$ cat config.mk
export PLATFORM = sky130hd
export DESIGN_NAME = lane_translater_rx_flat
export DESIGN_NICKNAME = d
export VERILOG_FILES = /design/src/rtl/lane_translater_rx_if.sv /design/src/rtl/lane_translater_rx.sv /design/src/flat_wrapper.sv
export SDC_FILE = /design/constraint.sdc
export NUM_CORES = 1
export LEC_CHECK = 0
export ABC_AREA = 1
export CORE_UTILIZATION = 52
export DETAILED_ROUTE_END_ITERATION = 16
export GPL_ROUTABILITY_DRIVEN = 1
export PLACE_DENSITY = 0.78
export SLEW_MARGIN = 20
export SYNTH_ARGS = -nofsm -noshare
export SYNTH_HDL_FRONTEND = slang
export SYNTH_SLANG_ARGS = --single-unit
$ cat constraint.sdc
create_clock -name clk -period 3.12 [get_ports clk]
set_clock_uncertainty 0.1 [all_clocks]
set_input_delay 0.468 -clock clk [delete_from_list [all_inputs] [get_ports clk]]
set_output_delay 0.468 -clock clk [all_outputs]
set_load 0.02 [all_outputs]
$ cat src/rtl/lane_translater_rx_if.sv
// Output word handshake bundle for the lane translater receiver.
// master drives data/valid, slave returns ready.
interface lane_translater_rx_if #(
  parameter int WIDTH = 8
);
  logic [WIDTH-1:0] data_out;
  logic             valid_out;
  logic             ready_in;

  modport master (
    output data_out,
    output valid_out,
    input  ready_in
  );

  modport slave (
    input  data_out,
    input  valid_out,
    output ready_in
  );
endinterface

$ cat src/rtl/lane_translater_rx.sv
// QoS PCIe lane translater RX: serial lanes -> WIDTH-bit words -> FIFO.
// Optional even-parity cycle per word: LANE_TRANSLATER_PARITY_EN.
module lane_translater_rx #(
  parameter int WIDTH = 8,
  parameter int DEPTH = 4
) (
  input  logic                     clk,
  input  logic                     reset_L,
  input  logic                     ENB,
  input  logic                     in_1,
  input  logic                     in_2,
  input  logic                     selector1,
  input  logic                     selector2,
  lane_translater_rx_if.master     rx,
  output logic                     overflow,
  output logic [$clog2(DEPTH):0]   fifo_count
`ifdef LANE_TRANSLATER_PARITY_EN
  ,
  output logic                     parity_err
`endif
);

  localparam int AW = $clog2(DEPTH);
  localparam int CW = $clog2(WIDTH + 1);
  localparam logic [CW-1:0] WBITS = CW'(WIDTH);
  localparam logic [AW:0]   FULL  = (AW + 1)'(DEPTH);

  typedef enum logic {IDLE, SHIFT} state_t;

  state_t           state_q, state_d;
  logic [WIDTH-1:0] sr_q, sr_d, sh_sr;
  logic [CW-1:0]    cnt_q, cnt_d, sh_cnt;
  logic             s1_q, s1_d, s2_q, s2_d;
  logic             sel1, sel2, pri, sec, first;
  logic             push;
  logic [WIDTH-1:0] pdata;
`ifdef LANE_TRANSLATER_PARITY_EN
  logic             perr_d;
`endif

  always_ff @(posedge clk or negedge reset_L) begin
    if (!reset_L) begin
      state_q <= IDLE;
      sr_q    <= '0;
      cnt_q   <= '0;
      s1_q    <= 1'b0;
      s2_q    <= 1'b0;
    end else begin
      state_q <= state_d;
      sr_q    <= sr_d;
      cnt_q   <= cnt_d;
      s1_q    <= s1_d;
      s2_q    <= s2_d;
    end
  end

  always_comb begin
    state_d = state_q;
    sr_d    = sr_q;
    cnt_d   = cnt_q;
    s1_d    = s1_q;
    s2_d    = s2_q;
    push    = 1'b0;
    pdata   = sr_q;
`ifdef LANE_TRANSLATER_PARITY_EN
    perr_d  = 1'b0;
`endif
    first   = (state_q == IDLE) || (cnt_q == '0);
    // lane setup is latched on a word's first edge only
    sel1    = first ? selector1 : s1_q;
    sel2    = first ? selector2 : s2_q;
    pri     = sel1 ? in_2 : in_1;
    sec     = sel1 ? in_1 : in_2;
    sh_sr   = sel2 ? {sr_q[WIDTH-3:0], pri, sec}
                   : {sr_q[WIDTH-2:0], pri};
    sh_cnt  = cnt_q + (sel2 ? CW'(2) : CW'(1));
    if (!ENB) begin
      state_d = IDLE;
      sr_d    = '0;
      cnt_d   = '0;
    end else begin
      state_d = SHIFT;
      s1_d    = sel1;
      s2_d    = sel2;
`ifdef LANE_TRANSLATER_PARITY_EN
      if (cnt_q == WBITS) begin
        push   = 1'b1;
        pdata  = sr_q;
        perr_d = ^{sr_q, pri};
        cnt_d  = '0;
      end else begin
        sr_d  = sh_sr;
        cnt_d = sh_cnt;
      end
`else
      sr_d  = sh_sr;
      cnt_d = sh_cnt;
      if (sh_cnt == WBITS) begin
        push  = 1'b1;
        pdata = sh_sr;
        cnt_d = '0;
      end
`endif
    end
  end

  logic [WIDTH-1:0] mem [DEPTH];
  logic [AW-1:0]    wptr_q, rptr_q, rptr_n;
  logic [AW:0]      count_q, count_n;
  logic             pop, full, wr, drop;
  logic [WIDTH-1:0] head_n;

  assign pop  = rx.valid_out && rx.ready_in;
  assign full = (count_q == FULL);
  assign wr   = push && (!full || pop);
  assign drop = push && full && !pop;
  assign fifo_count = count_q;

  always_comb begin
    rptr_n  = pop ? rptr_q + AW'(1) : rptr_q;
    count_n = count_q;
    case ({wr, pop})
      2'b10:   count_n = count_q + (AW + 1)'(1);
      2'b01:   count_n = count_q - (AW + 1)'(1);
      default: count_n = count_q;
    endcase
    // a push into an empty slot becomes the head without a bubble
    head_n = (wr && (wptr_q == rptr_n)) ? pdata : mem[rptr_n];
  end

  always_ff @(posedge clk) begin
    if (wr) mem[wptr_q] <= pdata;
  end

  always_ff @(posedge clk or negedge reset_L) begin
    if (!reset_L) begin
      wptr_q       <= '0;
      rptr_q       <= '0;
      count_q      <= '0;
      rx.data_out  <= '0;
      rx.valid_out <= 1'b0;
      overflow     <= 1'b0;
    end else begin
      rptr_q       <= rptr_n;
      count_q      <= count_n;
      rx.valid_out <= (count_n != '0);
      overflow     <= overflow | drop;
      if (wr) wptr_q <= wptr_q + AW'(1);
      if (count_n != '0) rx.data_out <= head_n;
    end
  end

`ifdef LANE_TRANSLATER_PARITY_EN
  always_ff @(posedge clk or negedge reset_L) begin
    if (!reset_L) parity_err <= 1'b0;
    else          parity_err <= push && perr_d;
  end
`endif

endmodule

$ cat src/flat_wrapper.sv
// flat-port wrapper written by rule: the top's interface ports become plain ports
module lane_translater_rx_flat 
#(
  parameter int WIDTH = 8,
  parameter int DEPTH = 4
)
  (clk, reset_L, ENB, in_1, in_2, selector1, selector2, overflow, fifo_count, rx_data_out, rx_valid_out, rx_ready_in);
  lane_translater_rx_if #(.WIDTH(WIDTH)) rx_i ();
  input  logic clk;
  input  logic reset_L;
  input  logic ENB;
  input  logic in_1;
  input  logic in_2;
  input  logic selector1;
  input  logic selector2;
  output logic overflow;
  output logic [$clog2(DEPTH):0] fifo_count;
  output wire logic [$bits(rx_i.data_out)-1:0] rx_data_out;
  output wire logic [$bits(rx_i.valid_out)-1:0] rx_valid_out;
  input wire logic [$bits(rx_i.ready_in)-1:0] rx_ready_in;
  assign rx_data_out = rx_i.data_out;
  assign rx_valid_out = rx_i.valid_out;
  assign rx_i.ready_in = rx_ready_in;
  lane_translater_rx #(.WIDTH(WIDTH), .DEPTH(DEPTH)) u_core (.clk(clk), .reset_L(reset_L), .ENB(ENB), .in_1(in_1), .in_2(in_2), .selector1(selector1), .selector2(selector2), .rx(rx_i), .overflow(overflow), .fifo_count(fifo_count));
endmodule
==> results of run 1 <==
-- where the power goes --
group	internal [uW]	switching (uW)	leakage, uW
Clock	459	337	0.000112
Sequential	1050	120	0.000685
Combinational	762	1180	0.000992
Total	2270	1640	0.00179
-- path summary, 6_finish.rpt --
| path | startpoint | endpoint | slack, ns | cells past startpoint |
|---|---|---|---|---|
| min in group asynchronous | reset_L | u_core.overflow$_DFF_PN0_ | 0.42 | 2 |
| min reg2reg | u_core.overflow$_DFF_PN0_ | u_core.overflow$_DFF_PN0_ | 0.38 | 1 |
| max reg2reg | u_core.cnt_q[2]$_DFF_PN0_ | u_core.rx.data_out[5]$_DFFE_PN0P_ | 0.03 | 22 |
| min | u_core.overflow$_DFF_PN0_ | u_core.overflow$_DFF_PN0_ | 0.38 | 1 |
| max | u_core.cnt_q[2]$_DFF_PN0_ | u_core.rx.data_out[5]$_DFFE_PN0P_ | 0.03 | 22 |
| max in group asynchronous | reset_L | u_core.rx.valid_out$_DFF_PN0_ | 2.21 | 2 |
-- cells in the mapped netlist (all sizes together) --
cell | count | area share
o21ai | 36 | 0.060
nor2 | 37 | 0.055
or2 | 1 | 0.0020
buf | 2 | 0.0032
o21bai | 1 | 0.0024
a21oi | 2 | 0.0032
ha | 5 | 0.020
fa | 1 | 0.0064
xor2 | 5 | 0.014
nand3 | 23 | 0.040
nor3 | 2 | 0.0068
nand4 | 2 | 0.011
nand2 | 94 | 0.14
o22ai | 8 | 0.016
inv | 43 | 0.052
dfrtp | 32 | 0.26
mux2i | 1 | 0.0032
edfxtp | 32 | 0.31
clkbuf | 4 | 0.0048
-- what timing repair did --
item	CTS	global route
pin swaps	7	20
gates resized for setup	3	28
endpoints found under the setup margin	8	10
buffers inserted	3	6
gates cloned	1	1
-- layout make-up --
| type | instances | area, um2 |
|---|---|---|
| clock buffers | 9 | 124 |
| clock inverters | 7 | 105 |
| fillers | 379 | 1660 |
| inverters | 43 | 161 |
| multi-input cells | 220 | 1290 |
| flip-flops and latches | 64 | 1760 |
| well taps | 72 | 90.1 |
| repair buffers | 52 | 453 |
-- state kept, by name (all words and copies together) (netlist names), 2 cells and up --
signal / flops
u_core.fifo_count: 3
u_core.cnt_q: 4
u_core.rx.data_out: 8
u_core.sr_q: 8
u_core.mem: 32
u_core.wptr_q: 2
u_core.rptr_q: 2
-- per-stage QoR --
| step | setup slack, ns | util |
|---|---|---|
| global route | -0.170 | 0.706 |
| detailed placement | -0.218 | 0.631 |
| finish | 0.0262 | 0.706 |
| floorplan | 0.117 | - |
| global placement | -0.161 | 0.631 |
| CTS | 0.00238 | 0.680 |
-- routing by layer --
layer	routed length (um)	global-route usage	vias up
met3	350	0.0549	24
met1	2880	0.293	1169
met4	171	0.111	0
met5	0	0	-
li1	-	-	1197
met2	3650	0.386	84
-- cells by family after synthesis --
kind of cell | count (synthesis) | share of synthesized area
muxes | 1 | 0.00321
buffers and inverters | 49 | 0.0598
xor gates and xnor gates | 5 | 0.0140
and+or+nand+nor | 159 | 0.250
DFF | 64 | 0.565
AOI/OAI and AO/OA | 47 | 0.0818
adders and majority gates | 6 | 0.0265
==> reports/qor.yml, run 1 <==
ys_warn_count: 0
fin_tns_setup_ns: 0
synth-seq-area-share: 0.565
outcome: "finished clean"
post-route-period-util: 0.992
diodes: 0
worst_path_largest_cell_delay_ns: 0.56
post_dp_cell_area_um2: 3560
path_class: "flip-flop to flip-flop"
worstPathArrival_ns: 3.22
wl_per_cell_um: 15.1
clockBufferDepth: 2
slowest_stage: "fa_2"
floorplan.core_area_um2: 5640
dp.cells: 440
crit_fanout: 6
gp_congestion: 0.926
synth-seq-cells: 64
critPathLaunchType: "flip-flop"
slew_headroom: 0.590
hpwl_mm: 4.50
grt_pass1_wl_mm: 10.8
die_h_um: 79.5
initial_core_util: 0.553
drtPass1Iterations: 5
drtIter0Drc: 125
hold_class: "flip-flop to flip-flop"
track_usage: 0.235
vias_per_cell: 5.30
syn2layout_area_growth_pct: 27.8
crit_top_cell: "nand2_4"
final_cell_mix: "nand2_1, inv_1, nor2_1, dfrtp_1, edfxtp_1"
hold_viol: 0
drive_above_1_share: 0.263
die_x_um: 79.5
max-cap-violations: 0
crit_buf_inv: 5
path_delay_family: "simple AND/OR/NAND/NOR gates"
fmax_ghz: 0.323
setup_viol: 0
drc_errors: 0
synth_area_um2: 3120
syn_area_per_cell_um2: 9.42
clk_pin_slew_ns: 0.07
die_area_um2: 6310
num_rows: 27
cts_root_buf: "clkbuf_8"
first_global_vias: 2385
period_minus_slack_ns: 3.09
power_uw: 3910
worstMarginPinSlew_ns: 0.608
tritoncts: "built"
final_nets: 404
overflow: 0
crit_chain: "nor2_2, nand2_2, nand2_4, nand2_4, nand2_2, buf_4, nand2_2, inv_1, ha_2, inv_2, nand3_2, nor2_4, nand2_4, nand2_4, inv_2, fa_2, nand3_2, nand2_4, nor2_8, buf_12, nand3_2, nand2_2"
antenna_found_initial: 0
h-tree-depth: 3
max-vdd-ir-drop_v: 0.000564
io_pins: 21
worstSkewPairLatency_ns: 0.34
power.density_nw_per_um2: 982
num_vias: 2474
syn_inst: 331
yosys.cell_types.count: 29
holdWs_ns: 0.378
grt_max_degree: 33
syn-num-nets: 345
final_cells: 467
final_area_um2: 3990
slew_viol_final: 0
rsz0062_at_grt: "yes"
final_common_cell: "nand2_1"
ant_nets: 0
worstSetupEndpointType: "flip-flop"
numClockSinks: 64
wl_mm: 7.05
p_leak_uw: 0.00179
cts_made_buffers: 9
portBuffers: 20
required_ns: 3.25
hold_buffers: 0
(Power assumes the default switching activity.)
==> run 2: changes to the inputs <==
--- a/config.mk
+++ b/config.mk
@@ -7,6 +7,7 @@
 export LEC_CHECK = 0
 export ABC_AREA = 1
 export CORE_UTILIZATION = 52
+export CTS_BUF_LIST = sky130_fd_sc_hd__clkbuf_4 sky130_fd_sc_hd__clkbuf_8 sky130_fd_sc_hd__clkbuf_16
 export DETAILED_ROUTE_END_ITERATION = 16
 export GPL_ROUTABILITY_DRIVEN = 1
 export PLACE_DENSITY = 0.78
==> results of run 2 <==
No change in the layout: final DEF, timing and power equal those of run 1.
==> run 3: changes to the inputs <==
--- a/config.mk
+++ b/config.mk
@@ -15,3 +15,4 @@
 export SYNTH_ARGS = -nofsm -noshare
 export SYNTH_HDL_FRONTEND = slang
 export SYNTH_SLANG_ARGS = --single-unit
+export TNS_END_PERCENT = 20
==> run 3 against run 2 <==
- setup slack got worse by 0.0083 ns
- clock power about the same
- sequential share of layout area about the same
- largest power group unchanged
==> reports/qor.yml, run 3 (synthesis gave the netlist of run 1 again) <==
largest_reg_flops: 32  # unchanged
multi_input_area_um2: 1290  # about the same
critPathLaunchType: "flip-flop"  # unchanged
crit_fanout: 6  # unchanged
clockBufferDepth: 2  # unchanged
h-tree-depth: 3  # unchanged
drtIter0Drc: 141  # was 125
setup_viol: 0  # unchanged
worstSetupEndpointType: "flip-flop"  # unchanged
drtPass1Iterations: 5  # unchanged
crit_buf_inv: 5  # unchanged
required_ns: 3.25  # about the same
regArea_um2: 1760  # unchanged
antenna_found_initial: 0  # unchanged
syn2layout_area_growth_pct: 27.7  # was 27.8%
wl_met1_mm: 2.88  # about the same
hpwl_mm: 4.50  # unchanged
gp_congestion: 0.926  # unchanged
drc_errors: 0  # unchanged
clk_pin_slew_ns: 0.07  # about the same
initial_core_util: 0.553  # unchanged
max-vdd-ir-drop_v: 0.000564  # about the same
p_leak_uw: 0.00179  # about the same
io_pins: 21  # unchanged
cts_made_buffers: 9  # unchanged
final_nets: 404  # unchanged
fmax_ghz: 0.322  # was 0.323 GHz
num_vias: 2510  # was 2,474
portBuffers: 20  # unchanged
die_h_um: 79.5  # unchanged
num_rows: 27  # unchanged
regMostFlops: "u_core.mem"  # unchanged
die_x_um: 79.5  # unchanged
floorplan.core_area_um2: 5640  # unchanged
max-cap-violations: 0  # unchanged
path_class: "flip-flop to flip-flop"  # unchanged
ant_nets: 0  # unchanged
met2_length_mm: 3.68  # was 3.65 mm
die_area_um2: 6310  # unchanged
grt_pass1_wl_mm: 10.8  # unchanged
cts_root_buf: "clkbuf_8"  # unchanged
outcome: "finished clean"  # unchanged
worstMarginPinSlew_ns: 0.646  # was 0.608 ns
final_area_um2: 3980  # was 3990 um2
crit_top_cell: "nand2_4"  # unchanged
worstPathArrival_ns: 3.23  # was 3.22 ns
worstSkewPairLatency_ns: 0.34  # about the same
post-route-period-util: 0.994  # was 0.992
crit_chain: "nor2_2, nand2_2, nand2_4, nand2_4, nand2_2, buf_4, nand2_2, inv_1, ha_2, inv_2, nand3_2, nor2_4, nand2_4, nand2_4, inv_2, fa_2, nand3_2, nand2_4, nor2_8, buf_12, nand3_2, nand2_1"  # was nor2_2, nand2_2, nand2_4, nand2_4, nand2_2, buf_4, nand2_2, inv_1, ha_2, inv_2, nand3_2, nor2_4, nand2_4, nand2_4, inv_2, fa_2, nand3_2, nand2_4, nor2_8, buf_12, nand3_2, nand2_2
tritoncts: "built"  # unchanged
numClockSinks: 64  # unchanged
wl_mm: 7.07  # was 7.05 mm
slew_viol_final: 0  # unchanged
diodes: 0  # unchanged
path_delay_family: "simple AND/OR/NAND/NOR gates"  # unchanged
wl_per_cell_um: 15.1  # about the same
overflow: 0  # unchanged
wl_met3_um: 344  # was 350 um
vias_per_cell: 5.37  # was 5.30
drive_above_1_share: 0.261  # was 0.263
slew_headroom: 0.565  # was 0.590
final_cell_mix: "nand2_1, inv_1, nor2_1, dfrtp_1, edfxtp_1"  # unchanged
hold_viol: 0  # unchanged
final_common_cell: "nand2_1"  # unchanged
period_minus_slack_ns: 3.10  # was 3.09 ns
holdWs_ns: 0.378  # about the same
fillers: 380  # was 379
slowest_stage: "fa_2"  # unchanged
post_dp_cell_area_um2: 3560  # unchanged
first_global_vias: 2385  # unchanged
rsz0062_at_grt: "yes"  # unchanged
top_layer_used: "met4"  # unchanged
reg_top3: "u_core.mem: 32 flops, u_core.rx.data_out: 8 flops, u_core.sr_q: 8 flops"  # unchanged
hold_class: "flip-flop to flip-flop"  # unchanged
grt_max_degree: 33  # unchanged
power.density_nw_per_um2: 981  # was 982 nW/um2
hold_buffers: 0  # unchanged
worst_path_largest_cell_delay_ns: 0.56  # about the same
track_usage: 0.235  # unchanged
## run 3: repair_timing
| action | in CTS | in global routing |
|---|---|---|
| setup buffers | 3 | 6 |
| endpoints found under the hold margin | 0 | 0 |
| resized for setup | 3 | 27 |
| setup endpoints to repair | 8 | 10 |
| pin swaps | 7 | 20 |
| gates cloned | 1 | 1 |
## run 3: worst reg2reg max path, delay by kind of cell, from the launching register on
family,cells,cell delay [ns]
adder cells (fa/ha/maj),2,0.84
buffers and inverters,5,0.41
AND/OR/NAND/NOR,15,1.22
flip-flops,1,0.43
## run 3: metal layers
layer / up-vias / GRT usage
met5: - / 0
met4: 0 / 0.111
met3: 23 / 0.0549
met2: 96 / 0.386
met1: 1194 / 0.293
li1: 1197 / -
## run 3: final timing paths
kind	from	to	slack, ns	cells past startpoint
setup reg to reg	u_core.cnt_q[2]$_DFF_PN0_	u_core.rx.data_out[5]$_DFFE_PN0P_	0.02	22
hold / removal	u_core.overflow$_DFF_PN0_	u_core.overflow$_DFF_PN0_	0.38	1
max in group asynchronous	reset_L	u_core.rx.valid_out$_DFF_PN0_	2.21	2
setup / recovery	u_core.cnt_q[2]$_DFF_PN0_	u_core.rx.data_out[5]$_DFFE_PN0P_	0.02	22
hold reg to reg	u_core.overflow$_DFF_PN0_	u_core.overflow$_DFF_PN0_	0.38	1
min in group asynchronous	reset_L	u_core.overflow$_DFF_PN0_	0.42	2
## run 3: area by class of cell
class                      instances  area share
clock inverter                     7      0.0264
sequential                        64       0.442
clock buffer                       9      0.0311
inverter                          43      0.0405
tap                               72      0.0226
multi-input combinational        220       0.323
timing repair buffer              52       0.114
## run 3: power breakdown
part           total [uW]  switching [uW]  internal, uW  leakage [uW]
Combinational        1940            1180           758      0.000992
Sequential           1170             119          1050      0.000685
Clock                 796             338           459      0.000112
Total                3910            1640          2270       0.00179
## run 3: stage by stage
stage               cells  TNS, ns  worst slack, ns  power (uW)   util
floorplan             331        0            0.117        2220      -
global placement      440    -1.26           -0.161        2720  0.631
detailed placement    440    -1.81           -0.218        2770  0.631
CTS                   460        0          0.00238        3660  0.680
global route          467    -1.12           -0.167        4150  0.706
finish                467        0           0.0179        3910  0.706
